File: config.mk
export PLATFORM = sky130hd
export DESIGN_NAME = pll_cfg_responder_flat
export DESIGN_NICKNAME = d
export VERILOG_FILES = /design/src/rtl/pll_cfg_responder_if.sv /design/src/rtl/pll_cfg_responder.sv /design/src/flat_wrapper.sv
export SDC_FILE = /design/constraint.sdc
export NUM_CORES = 1
export LEC_CHECK = 0
export CAP_MARGIN = 20
export CORE_UTILIZATION = 51
export CTS_CLUSTER_SIZE = 20
export DETAILED_ROUTE_END_ITERATION = 6
export GPL_TIMING_DRIVEN = 0
export PLACE_DENSITY = 0.83
export SLEW_MARGIN = 20
export SYNTH_ARGS = -nofsm -noshare
export SYNTH_HDL_FRONTEND = slang
export SYNTH_SLANG_ARGS = --single-unit
File: constraint.sdc
create_clock -name mgmt_clk -period 7.06 [get_ports mgmt_clk]
set_input_delay 1.412 -clock mgmt_clk [delete_from_list [all_inputs] [get_ports mgmt_clk]]
set_output_delay 1.412 -clock mgmt_clk [all_outputs]
set_load 0.02 [all_outputs]
File: src/rtl/pll_cfg_responder_if.sv
// Avalon-MM management bus between the core top level (master) and the
// PLL reconfiguration responder (slave).
//
// Handshake: a transfer is accepted at a rising mgmt_clk edge where
// mgmt_write or mgmt_read is 1 and mgmt_waitrequest is 0. Request, address
// and data are sampled only at that edge, so a master may drop the request
// right after it. A cycle with both write and read set is a write.
// mgmt_readdata is valid in the cycle after an accepted read and holds until
// the next accepted read.
interface pll_cfg_responder_if;
  logic [5:0]  mgmt_address;
  logic        mgmt_write;
  logic [31:0] mgmt_writedata;
  logic        mgmt_read;
  logic [31:0] mgmt_readdata;
  logic        mgmt_waitrequest;

  modport master (
    output mgmt_address, mgmt_write, mgmt_writedata, mgmt_read,
    input  mgmt_readdata, mgmt_waitrequest
  );

  modport slave (
    input  mgmt_address, mgmt_write, mgmt_writedata, mgmt_read,
    output mgmt_readdata, mgmt_waitrequest
  );
endinterface

File: src/rtl/pll_cfg_responder.sv
// PLL reconfiguration management responder. Shadows the mode and
// fractional-K registers, acknowledges writes with a short stall, and on a
// start write runs a timed apply phase before publishing the new K word.
// Mode 0 stalls the bus through the whole apply; mode 1 lets the master poll
// the status register while writes are silently dropped.
module pll_cfg_responder #(
  parameter int unsigned ACK_CYCLES   = 2,
  parameter int unsigned APPLY_CYCLES = 16,
  parameter logic [31:0] K_RESET      = 32'hD8EC_8D00
) (
  input  logic                      mgmt_clk,
  input  logic                      mgmt_reset,
  pll_cfg_responder_if.slave        mgmt,
  output logic [31:0]               frac_k,
  output logic                      frac_k_valid,
  output logic                      busy,
  output logic [1:0]                dbg_state
);

  localparam int unsigned CNT_W = 8;
  localparam logic [CNT_W-1:0] ACK_LOAD   = ACK_CYCLES[CNT_W-1:0];
  localparam logic [CNT_W-1:0] APPLY_LOAD = APPLY_CYCLES[CNT_W-1:0];

  localparam logic [5:0] ADDR_MODE   = 6'd0;
  localparam logic [5:0] ADDR_STATUS = 6'd1;
  localparam logic [5:0] ADDR_START  = 6'd2;
  localparam logic [5:0] ADDR_K      = 6'd7;

  // S_INIT holds waitrequest high for the first edge after reset release.
  typedef enum logic [1:0] {
    S_INIT  = 2'd0,
    S_IDLE  = 2'd1,
    S_ACK   = 2'd2,
    S_APPLY = 2'd3
  } state_t;

  state_t            state, state_nxt;
  logic [CNT_W-1:0]  cnt, cnt_nxt;
  logic              mode;        // 0 = waitrequest mode, 1 = polling mode
  logic              mode_lat;    // mode captured with the start write
  logic              start_pend;  // ACK in progress belongs to a start write
  logic [31:0]       shadow_k;
  logic              waitreq;
  logic              reg_wr;
  logic              start_acc;
  logic              enter_apply;
  logic              apply_done;
  logic              rd_acc;
  logic [31:0]       rd_mux;

  assign mgmt.mgmt_waitrequest = waitreq;
  assign dbg_state             = state;

  // Reads only win when no write shares the edge; they never stall.
  assign rd_acc = mgmt.mgmt_read & ~mgmt.mgmt_write & ~waitreq;

  // State and counter register.
  always_ff @(posedge mgmt_clk or posedge mgmt_reset) begin
    if (mgmt_reset) begin
      state <= S_INIT;
      cnt   <= '0;
    end else begin
      state <= state_nxt;
      cnt   <= cnt_nxt;
    end
  end

  // Next state, counter reload/decrement and per-state bus stall.
  always_comb begin
    state_nxt   = state;
    cnt_nxt     = cnt;
    waitreq     = 1'b1;
    reg_wr      = 1'b0;
    start_acc   = 1'b0;
    enter_apply = 1'b0;
    apply_done  = 1'b0;
    case (state)
      S_INIT: begin
        state_nxt = S_IDLE;
      end
      S_IDLE: begin
        waitreq = 1'b0;
        if (mgmt.mgmt_write) begin
          reg_wr    = 1'b1;
          start_acc = (mgmt.mgmt_address == ADDR_START);
          state_nxt = S_ACK;
          cnt_nxt   = ACK_LOAD;
        end
      end
      S_ACK: begin
        if (cnt != '0) cnt_nxt = cnt - 1'b1;
        if (cnt <= 1) begin
          if (start_pend) begin
            state_nxt   = S_APPLY;
            cnt_nxt     = APPLY_LOAD;
            enter_apply = 1'b1;
          end else begin
            state_nxt = S_IDLE;
          end
        end
      end
      S_APPLY: begin
        // Writes seen here are accepted (in polling mode) and dropped.
        waitreq = ~mode_lat;
        if (cnt != '0) cnt_nxt = cnt - 1'b1;
        if (cnt <= 1) begin
          state_nxt  = S_IDLE;
          apply_done = 1'b1;
        end
      end
    endcase
  end

  // Read data selection from the register map.
  always_comb begin
    rd_mux = '0;
    case (mgmt.mgmt_address)
      ADDR_MODE:   rd_mux = {31'b0, mode};
      ADDR_STATUS: rd_mux = {31'b0, busy};
      ADDR_K:      rd_mux = shadow_k;
      default:     rd_mux = '0;
    endcase
  end

  // Register file, apply bookkeeping, K publication and read data.
  always_ff @(posedge mgmt_clk or posedge mgmt_reset) begin
    if (mgmt_reset) begin
      mode               <= 1'b0;
      mode_lat           <= 1'b0;
      start_pend         <= 1'b0;
      shadow_k           <= K_RESET;
      busy               <= 1'b0;
      frac_k             <= K_RESET;
      frac_k_valid       <= 1'b0;
      mgmt.mgmt_readdata <= '0;
    end else begin
      frac_k_valid <= apply_done;
      if (reg_wr) begin
        case (mgmt.mgmt_address)
          ADDR_MODE: mode     <= mgmt.mgmt_writedata[0];
          ADDR_K:    shadow_k <= mgmt.mgmt_writedata;
          default:   ;
        endcase
      end
      if (start_acc) begin
        start_pend <= 1'b1;
        busy       <= 1'b1;
        mode_lat   <= mode;
      end
      if (enter_apply) start_pend <= 1'b0;
      if (apply_done) begin
        busy   <= 1'b0;
        frac_k <= shadow_k;
      end
      if (rd_acc) mgmt.mgmt_readdata <= rd_mux;
    end
  end

endmodule

File: src/flat_wrapper.sv
// flat-port wrapper written by rule: the top's interface ports become plain ports
module pll_cfg_responder_flat 
#(
  parameter int unsigned ACK_CYCLES   = 2,
  parameter int unsigned APPLY_CYCLES = 16,
  parameter logic [31:0] K_RESET      = 32'hD8EC_8D00
)
  (mgmt_clk, mgmt_reset, frac_k, frac_k_valid, busy, dbg_state, mgmt_mgmt_address, mgmt_mgmt_write, mgmt_mgmt_writedata, mgmt_mgmt_read, mgmt_mgmt_readdata, mgmt_mgmt_waitrequest);
  pll_cfg_responder_if mgmt_i ();
  input  logic mgmt_clk;
  input  logic mgmt_reset;
  output logic [31:0] frac_k;
  output logic frac_k_valid;
  output logic busy;
  output logic [1:0] dbg_state;
  input wire logic [$bits(mgmt_i.mgmt_address)-1:0] mgmt_mgmt_address;
  input wire logic [$bits(mgmt_i.mgmt_write)-1:0] mgmt_mgmt_write;
  input wire logic [$bits(mgmt_i.mgmt_writedata)-1:0] mgmt_mgmt_writedata;
  input wire logic [$bits(mgmt_i.mgmt_read)-1:0] mgmt_mgmt_read;
  output wire logic [$bits(mgmt_i.mgmt_readdata)-1:0] mgmt_mgmt_readdata;
  output wire logic [$bits(mgmt_i.mgmt_waitrequest)-1:0] mgmt_mgmt_waitrequest;
  assign mgmt_i.mgmt_address = mgmt_mgmt_address;
  assign mgmt_i.mgmt_write = mgmt_mgmt_write;
  assign mgmt_i.mgmt_writedata = mgmt_mgmt_writedata;
  assign mgmt_i.mgmt_read = mgmt_mgmt_read;
  assign mgmt_mgmt_readdata = mgmt_i.mgmt_readdata;
  assign mgmt_mgmt_waitrequest = mgmt_i.mgmt_waitrequest;
  pll_cfg_responder #(.ACK_CYCLES(ACK_CYCLES), .APPLY_CYCLES(APPLY_CYCLES), .K_RESET(K_RESET)) u_core (.mgmt_clk(mgmt_clk), .mgmt_reset(mgmt_reset), .mgmt(mgmt_i), .frac_k(frac_k), .frac_k_valid(frac_k_valid), .busy(busy), .dbg_state(dbg_state));
endmodule
**Word level (Yosys, flattened, before mapping)**

Index checks and enable logic that the tools add are counted.
Widths: inputs -> output; s select.

- Bits in registers: 111
- Input port bits: 42
- Word-level logic and storage cells: 60
- Output and inout bits: 69

- Add/sub/neg operators: 1
- Reductions and logical operators: 10
- Eq/ne operators: 9
- Mux-type cells: 24
- Bitwise gates (word level): 5
- Magnitude comparators: 1

Operator list:

| operator | count |
|---|---|
| $pmux 32 s3 | 1 |
| $mux 8 | 4 |
| $pmux 8 s3 | 1 |
| $mux 1 | 12 |
| $le 8x1->1 const B | 1 |
| $mux 2 | 4 |
| $pmux 2 s4 | 1 |
| $reduce_bool 8->1 | 1 |
| $sub 8x1->8 const B | 1 |
| $eq 6x1->1 const B | 1 |
| $eq 6x2->1 const B | 1 |
| $eq 6x3->1 const B | 1 |
| $logic_not 6->1 | 1 |
| $reduce_and 2->1 | 3 |
| $eq 2x2->1 const B | 2 |
| $ne 2x1->1 const B | 2 |
| $reduce_bool 2->1 | 2 |
| $not 1->1 | 3 |
| $reduce_and 3->1 | 1 |
| $reduce_bool 3->1 | 1 |
| $and 1x1->1 | 2 |
| $eq 2x1->1 const B | 1 |
| $logic_not 2->1 | 1 |
| $ne 2x2->1 const B | 1 |
| $pmux 1 s2 | 1 |

**Logic depth before layout (Yosys ltp)**

Gate-level depths: netlist of the first run.

- Depth in word-level cells: 5
- Depth in mapped cells: 8

**Least setup slack after synthesis of the first run**

Ideal clock, no wire load.

- Path kind: input port to flip-flop
- From: input mgmt_mgmt_address[3]
- To: register u_core.shadow_k[2]
- Required time: 6935 ps
- Slack: 4283 ps
- Data arrival time: 2652 ps
- Path buffers: 1
- Library setup time: 125 ps
- Cell stages on the path: 5
- Cell sequence: nor3_2 > nand4_1 > nor2_4 > buf_6 > mux2_2

- Word-level cells in the longest chain between the ends: 2

RTL lines:

| item | RTL line | text |
|---|---|---|
| start, declared | flat_wrapper.sv:16 | `input wire logic [$bits(mgmt_i.mgmt_address)-1:0] mgmt_mgmt_address;` |
| $eq 6x3->1 | pll_cfg_responder.sv:139 | `case (mgmt.mgmt_address)` |
| $reduce_and 2->1 (no source line) | n/a |  |
| end signal, assigned | pll_cfg_responder.sv:141 | `ADDR_K: shadow_k <= mgmt.mgmt_writedata;` |
| end, declared | pll_cfg_responder.sv:42 | `logic [31:0] shadow_k;` |

Every way passes these cells.
A chain may end at the register's enable or synchronous reset.

**Final worst setup path of the first run**

- From: register u_core.state[0] (netlist: u_core.dbg_state[0])
- To: output mgmt_mgmt_waitrequest

- Word-level cells in the longest chain between the ends: 2
- Elaborated cells on any way between the ends: 3
- Those cells by class: eq/ne: 2; mux: 1

RTL lines:

| item | RTL line | text |
|---|---|---|
| start, declared | pll_cfg_responder.sv:37 | `state_t state, state_nxt;` |
| start signal, assigned | pll_cfg_responder.sv:63 | `state <= state_nxt;` |
| $eq 2x2->1 or $eq 2x1->1 (tied branches) | pll_cfg_responder.sv:77 | `case (state)` |
| $pmux 1 s2 * | pll_cfg_responder.sv:77 |  |
| end, declared | flat_wrapper.sv:21 | `output wire logic [$bits(mgmt_i.mgmt_waitrequest)-1:0] mgmt_mgmt_waitrequest;` |

Mark *: on every way between the ends. The rest lies on a longest branch, timed or not.

==> results of run 1 <==
power by group:
part	total (uW)	switching (uW)	internal, uW
clock	380	212	168
sequential	636	0	636
combinational	39.1	16.9	22.2
total	1060	229	827
layout by cell type, fill, tap and decap left out, drive strengths merged, types with 3 or more instances in the layout:
cell type	n
nor3	4
mux2	66
dfrtp	85
nand2	12
nand3	7
a21oi	5
clkbuf	13
inv	9
clkdlybuf4s50	110
buf	13
nor2	10
a22o	31
o21ai	11
dfstp	26
ha	7
nand2b	3
sequential cells by signal, indices dropped and copies added (netlist names):
| signal | count |
|---|---|
| u_core.frac_k | 32 |
| u_core.shadow_k | 32 |
| u_core.frac_k_valid | 1 |
| u_core.cnt | 8 |
| u_core.dbg_state | 2 |
| u_core.mode_lat | 1 |
| u_core.busy | 1 |
| u_core.start_pend | 1 |
| u_core.mode | 1 |
| u_core.mgmt.mgmt_readdata | 32 |
stage by stage:
step | util [%] | power (uW) | cell area, um2 | std cells | worst slack (ps)
6_report | 69.43 | 1055 | 6026 | 550 | 3616
5_1_grt | 69.43 | 1100 | 6026 | 550 | 3479
3_5_place_dp | 67.16 | 687.9 | 5828 | 534 | 3630
2_1_floorplan | - | 658.2 | 4559 | 315 | 2760
4_1_cts | 69.43 | 1067 | 6026 | 550 | 3591
3_3_place_gp | 66.78 | 685.0 | 5796 | 533 | 1331
area by class of cell:
class | instances | area (um2) | share of cell area [%]
well taps | 108 | 135.1 | 2.243
inverters | 8 | 35.03 | 0.5814
clock inverters | 5 | 66.31 | 1.100
plain buffers | 14 | 152.6 | 2.533
repair buffers | 111 | 1129 | 18.73
flip-flops and latches | 111 | 2810 | 46.64
clock buffers | 11 | 131.4 | 2.180
multi-input cells | 182 | 1567 | 26.00
layer usage:
layer	routed length, um	track usage [%]	share of wire (%)
met5	0	0	0
met4	161	7.230	1.7
met3	607	5.086	6.4
met2	4448	32.63	47
met1	4253	29.49	45
logic make-up after synthesis:
| family | count (synthesis) | share of synthesized area [%] |
|---|---|---|
| AOI/OAI and AO/OA | 58 | 9.605 |
| DFF | 111 | 61.64 |
| and+or+nand+nor | 49 | 6.092 |
| buffers and inverters | 22 | 4.007 |
| adders and majority gates | 7 | 1.921 |
| muxes | 68 | 16.74 |
worst min-delay path: cells and delay by family, from the launching register on:
kind               cells  cell delay (ps)
AOI/OAI and AO/OA      1               60
and+or+nand+nor        1               50
DFF                    1              360
path summary, 6_finish.rpt:
path | startpoint | endpoint | slack [ps] | cells after the start
hold / removal | u_core.mgmt.mgmt_readdata[0] | u_core.mgmt.mgmt_readdata[0] | 500 | 2
max in group asynchronous | mgmt_reset | u_core.shadow_k[19] | 4880 | 3
setup / recovery | u_core.dbg_state[0] | mgmt_mgmt_waitrequest | 3620 | 3
setup reg to reg | u_core.dbg_state[0] | u_core.cnt[0] | 4850 | 6
min in group asynchronous | mgmt_reset | u_core.mgmt.mgmt_readdata[9] | 1500 | 2
hold reg to reg | u_core.mgmt.mgmt_readdata[0] | u_core.mgmt.mgmt_readdata[0] | 500 | 2
synth_stat cells, types with 2 or more instances:
library cell   n
a21oi_1        5
o21a_1         2
a31oi_1        2
or3_1          2
dfrtp_1       85
nor3b_1        2
a22o_1        31
nor4_1         2
mux2_2        65
nor3_1         3
ha_1           7
clkbuf_8       2
dfstp_2       26
nand2_1       11
mux2i_1        2
buf_6         10
or2_2          2
nand3_1        7
nand2b_1       3
o311ai_0       2
inv_1          8
nor2_1         8
o21ai_0       11
==> out/qor.yml, run 1 <==
timing:
  post-route-period-util_pct: 48.78
  hold_slack_ps: 497.4
  min_period_ps: 3444
  max_slew_margin_pct: 54.14
  hold_viol_final: 0
  drv_slew: 0
  tightest_slew_ps: 680.8
  fin_tns_setup_ps: 0
  fmax_mhz: 290.4
  rsz0062_at_grt: "no"
  finalSetupViolCount: 0
  fin_skew_ps: 17.58
clocking:
  clkLatencyLatePin_ps: 360
  numCtsBuffers: 9
  cts-root-buf: "clkbuf_8"
  cts.repair.resized: 0
  clkTransAtPathRegs_ps: 100
  clkSinkCount: 111
  post_cts_buffers: 0
  cts_buffer_depth: 2
  cts_hold_buf: 0
  cts_tree: "built"
  htreeDepth: 3
synth:
  syn_area_um2: 4559
  yosys.area.top_type: "dfrtp_1"
  synth_seq_area_share_pct: 61.64
  yosysUniqueCellTypes: 40
  synth_top_area_share_pct: 46.65
  syn_area_per_cell_um2: 14.47
  synth_edf_count: 0
  ys_ff_latch: 111
  synthFlopType: "dfrtp_1"
  ys_top_cells_by_area: "dfrtp_1, mux2_2, dfstp_2, a22o_1, buf_6"
  syn_inst: 315
  synthArstFlopShare_pct: 100.0
  yosys_warnings: 0
  syn_nets: 364
power_and_ir_drop:
  pwr_density_cell_nw_per_um2: 175.2
  peakVddDrop_mv: 0.09596
  p_leak_uw: 0.002757
setup_path:
  cp-end-kind: "output port"
  crit_family: "buffers and inverters"
  critPathRequiredTime_ps: 5650
  max_stage_delay_ps: 640
  critPathMaxFanout: 6
  worstPathArrival_ps: 2030
  crit_type: "reg -> out"
  cp_cell_sequence: "ha_1, mux2i_1, clkdlybuf4s50_1"
  cp_num_buf_inv: 1
  start_kind: "flip-flop"
  crit_path_top_delay_cell: "clkdlybuf4s50_1"
cells_and_area:
  n_antenna_cell: 0
  fillerInstances: 608
  final_layout_size_suffix_gt1_share_pct: 28.96
  area_delta_synth_final_pct: 32.16
  nNetsFinal: 486
drt:
  via_per_inst: 5.496
  routed_wirelength_um: 9471
  drtIter0Drc: 69
  drtAntennaViolNets: 0
  drcViolationCount: 0
  vias: 3023
  drt_first_pass_iters: 4
  wl_per_cell_um: 17.22
floorplanning:
  io_pins: 111
  chipWidth_um: 96.55
  coreArea_um2: 8678
  dieArea_um2: 9322
  die_h_um: 96.55
  initial_core_util_pct: 52.54
  row_count: 34
placement:
  place_congestion: 0.8775
  place_hpwl_um: 6646
  io_buffers: 110
min_path:
  hp-class: "reg -> reg"
grt:
  grt_overflow: 0
  first_global_vias: 2951
  antenna_found_initial: 0
  grt_start_max_net_pins: 61
  grt_pass1_wl_um: 14790
  grt.total_usage_pct: 21.18
job:
  maxCapViolations: 0
status:
  status: "finished clean"
No activity file was read; power rests on OpenSTA's default activity.
==> run 2: changes to the inputs <==
- CORE_UTILIZATION: 51 -> 49
- PLACE_DENSITY: 0.83 -> 0.8
- clock period: 7.06 -> 3.57 ns (I/O delays scaled with it)
==> out/qor.yml, run 2 (synthesized netlist as in run 1, its figures left out) <==
cells_and_area:
  fillerInstances: 634  # +4.3%
  area_delta_synth_final_pct: 33.07
  final_common_cell: "clkdlybuf4s50_1"
  n_antenna_cell: 0  # unchanged
  nNetsFinal: 488  # +0.41%
  reg_top3: "u_core.frac_k x32, u_core.mgmt.mgmt_readdata x32, u_core.shadow_k x32"
  final_cell_mix: "clkdlybuf4s50_1, dfrtp_1, mux2_2"
  postLayoutCoreUtil_pct: 68.57  # -0.87 points
  final_layout_size_suffix_gt1_share_pct: 29.50  # +0.55 points
clocking:
  htreeDepth: 3  # unchanged
  post_cts_buffers: 0  # unchanged
  cts_buffer_depth: 2  # unchanged
  cts_tree: "built"
  cts_hold_buf: 0  # unchanged
  clkSinkCount: 111  # unchanged
  clkTransAtPathRegs_ps: 100  # about the same
  cts.repair.resized: 0  # unchanged
  cts-root-buf: "clkbuf_8"
  clkLatencyLatePin_ps: 370  # about the same
  numCtsBuffers: 9  # unchanged
floorplanning:
  chipWidth_um: 98.46  # +2.0%
  coreArea_um2: 8848  # +2.0%
  initial_core_util_pct: 51.53  # -1.0 points
  die_h_um: 98.46  # +2.0%
  row_count: 34  # unchanged
  dieArea_um2: 9694  # +4.0%
  io_pins: 111  # unchanged
setup_path:
  start_kind: "flip-flop"
  crit_type: "reg -> out"
  worstPathArrival_ps: 2110  # +80 ps
  cp-end-kind: "output port"
  critPathRequiredTime_ps: 2860  # -2790 ps
  crit_start: "u_core.dbg_state[0]"
  worstReg2RegStart: "u_core.cnt[0]"
  critPathMaxFanout: 6  # unchanged
drt:
  drcViolationCount: 11  # +11
  routed_wirelength_um: 9555  # +0.89%
  drtIter0Drc: 85  # +23%
  drtAntennaViolNets: 0  # unchanged
  drt_first_pass_iters: 7  # +3
  vias: 3062  # +1.3%
  wl_per_cell_um: 17.31  # +0.52%
  via_per_inst: 5.547  # +0.92%
status:
  status: "complete, but fails checks"
  violations: "DRC"
power_and_ir_drop:
  p_leak_uw: 0.002775  # +0.62%
  power_uw: 2112  # +100%
  peakVddDrop_mv: 0.2592  # +170%
  pwr_density_cell_nw_per_um2: 348.1  # +99%
job:
  maxCapViolations: 0  # unchanged
timing:
  fin_skew_ps: 11.13  # -6.449 ps
  finalSetupViolCount: 0  # unchanged
  post-route-period-util_pct: 79.07
  fin_tns_setup_ps: 0  # unchanged
  rsz0062_at_grt: "no"
  min_period_ps: 2823
  fmax_mhz: 354.3
  tightest_slew_ps: 663.4  # -17.39 ps
  hold_viol_final: 0  # unchanged
  drv_slew: 0  # unchanged
  max_slew_margin_pct: 55.31  # +1.2 points
placement:
  place_hpwl_um: 6969  # +4.9%
  io_buffers: 110  # unchanged
  place_congestion: 0.8554  # -2.5%
min_path:
  hp-start: "u_core.mgmt.mgmt_readdata[0]"
  hp-class: "reg -> reg"
grt:
  grt_start_max_net_pins: 36  # -41%
  grt_overflow: 0  # unchanged
  antenna_found_initial: 0  # unchanged
  grt_pass1_wl_um: 15970  # +8.0%
  first_global_vias: 3188  # +8.0%
  grt.total_usage_pct: 21.10  # -0.080 points
-- run 2: changes by cell type in the layout (fill, tap and decap cells not counted) --
| cell | previous run | this run |
|---|---|---|
| buf_12 | 0 | 3 |
| buf_16 | 1 | 0 |
| clkbuf_1 | 2 | 1 |
| clkbuf_8 | 11 | 12 |
| clkinvlp_4 | 1 | 2 |
| inv_6 | 1 | 0 |
-- run 2: per-layer routing --
layer  up-vias  wire, um  track usage (%)
met3         9       585            4.397
met2       113      4531            33.15
li1       1395         -                -
met1      1545      4310            29.89
met4         0       128            6.429
met5         -         0                0
-- run 2: stage by stage --
step | hold slack (ps) | worst slack [ps] | cell area (um2) | cells
floorplan | 476.5 | 1485 | 4563 | 315
global placement | 472.4 | 519.9 | 5799 | 533
detailed placement | 484.8 | 828.9 | 5859 | 536
CTS | 506.2 | 728.5 | 6067 | 552
global route | 528.2 | 613.0 | 6067 | 552
finish | 499.4 | 747.4 | 6067 | 552
-- run 2: worst max-delay path, cell delays in order, from the launching register on --
cell	delay, ps
dfrtp_1	460
ha_1	300
mux2i_1	320
clkdlybuf4s50_1	660
-- run 2: worst paths after layout --
| check | to | slack (ps) | cells past startpoint |
|---|---|---|---|
| setup / recovery | mgmt_mgmt_waitrequest | 750 | 3 |
| min in group asynchronous | u_core.cnt[2] | 700 | 2 |
| hold reg to reg | u_core.mgmt.mgmt_readdata[0] | 500 | 2 |
| max in group asynchronous | u_core.shadow_k[15] | 2090 | 4 |
| setup reg to reg | u_core.frac_k[17] | 1380 | 7 |
| hold / removal | u_core.mgmt.mgmt_readdata[0] | 500 | 2 |
-- run 2: where the power goes --
| group | internal, uW | switching, uW |
|---|---|---|
| logic | 47.3 | 34.4 |
| registers | 1260 | 0 |
| clock network | 352 | 420 |
| total | 1660 | 455 |
-- run 2: final cells by class --
class                           instances  area, um2  share of cell area, %
Sequential cell                       111       2810                  46.32
Clock inverter                          5      66.31                  1.093
Multi-Input combinational cell        182       1567                  25.82
Timing Repair Buffer                  113       1161                  19.14
Buffer                                 14      152.6                  2.516
Inverter                                8      33.78                 0.5568
Clock buffer                           11      141.4                  2.330
Tap cell                              108      135.1                  2.227
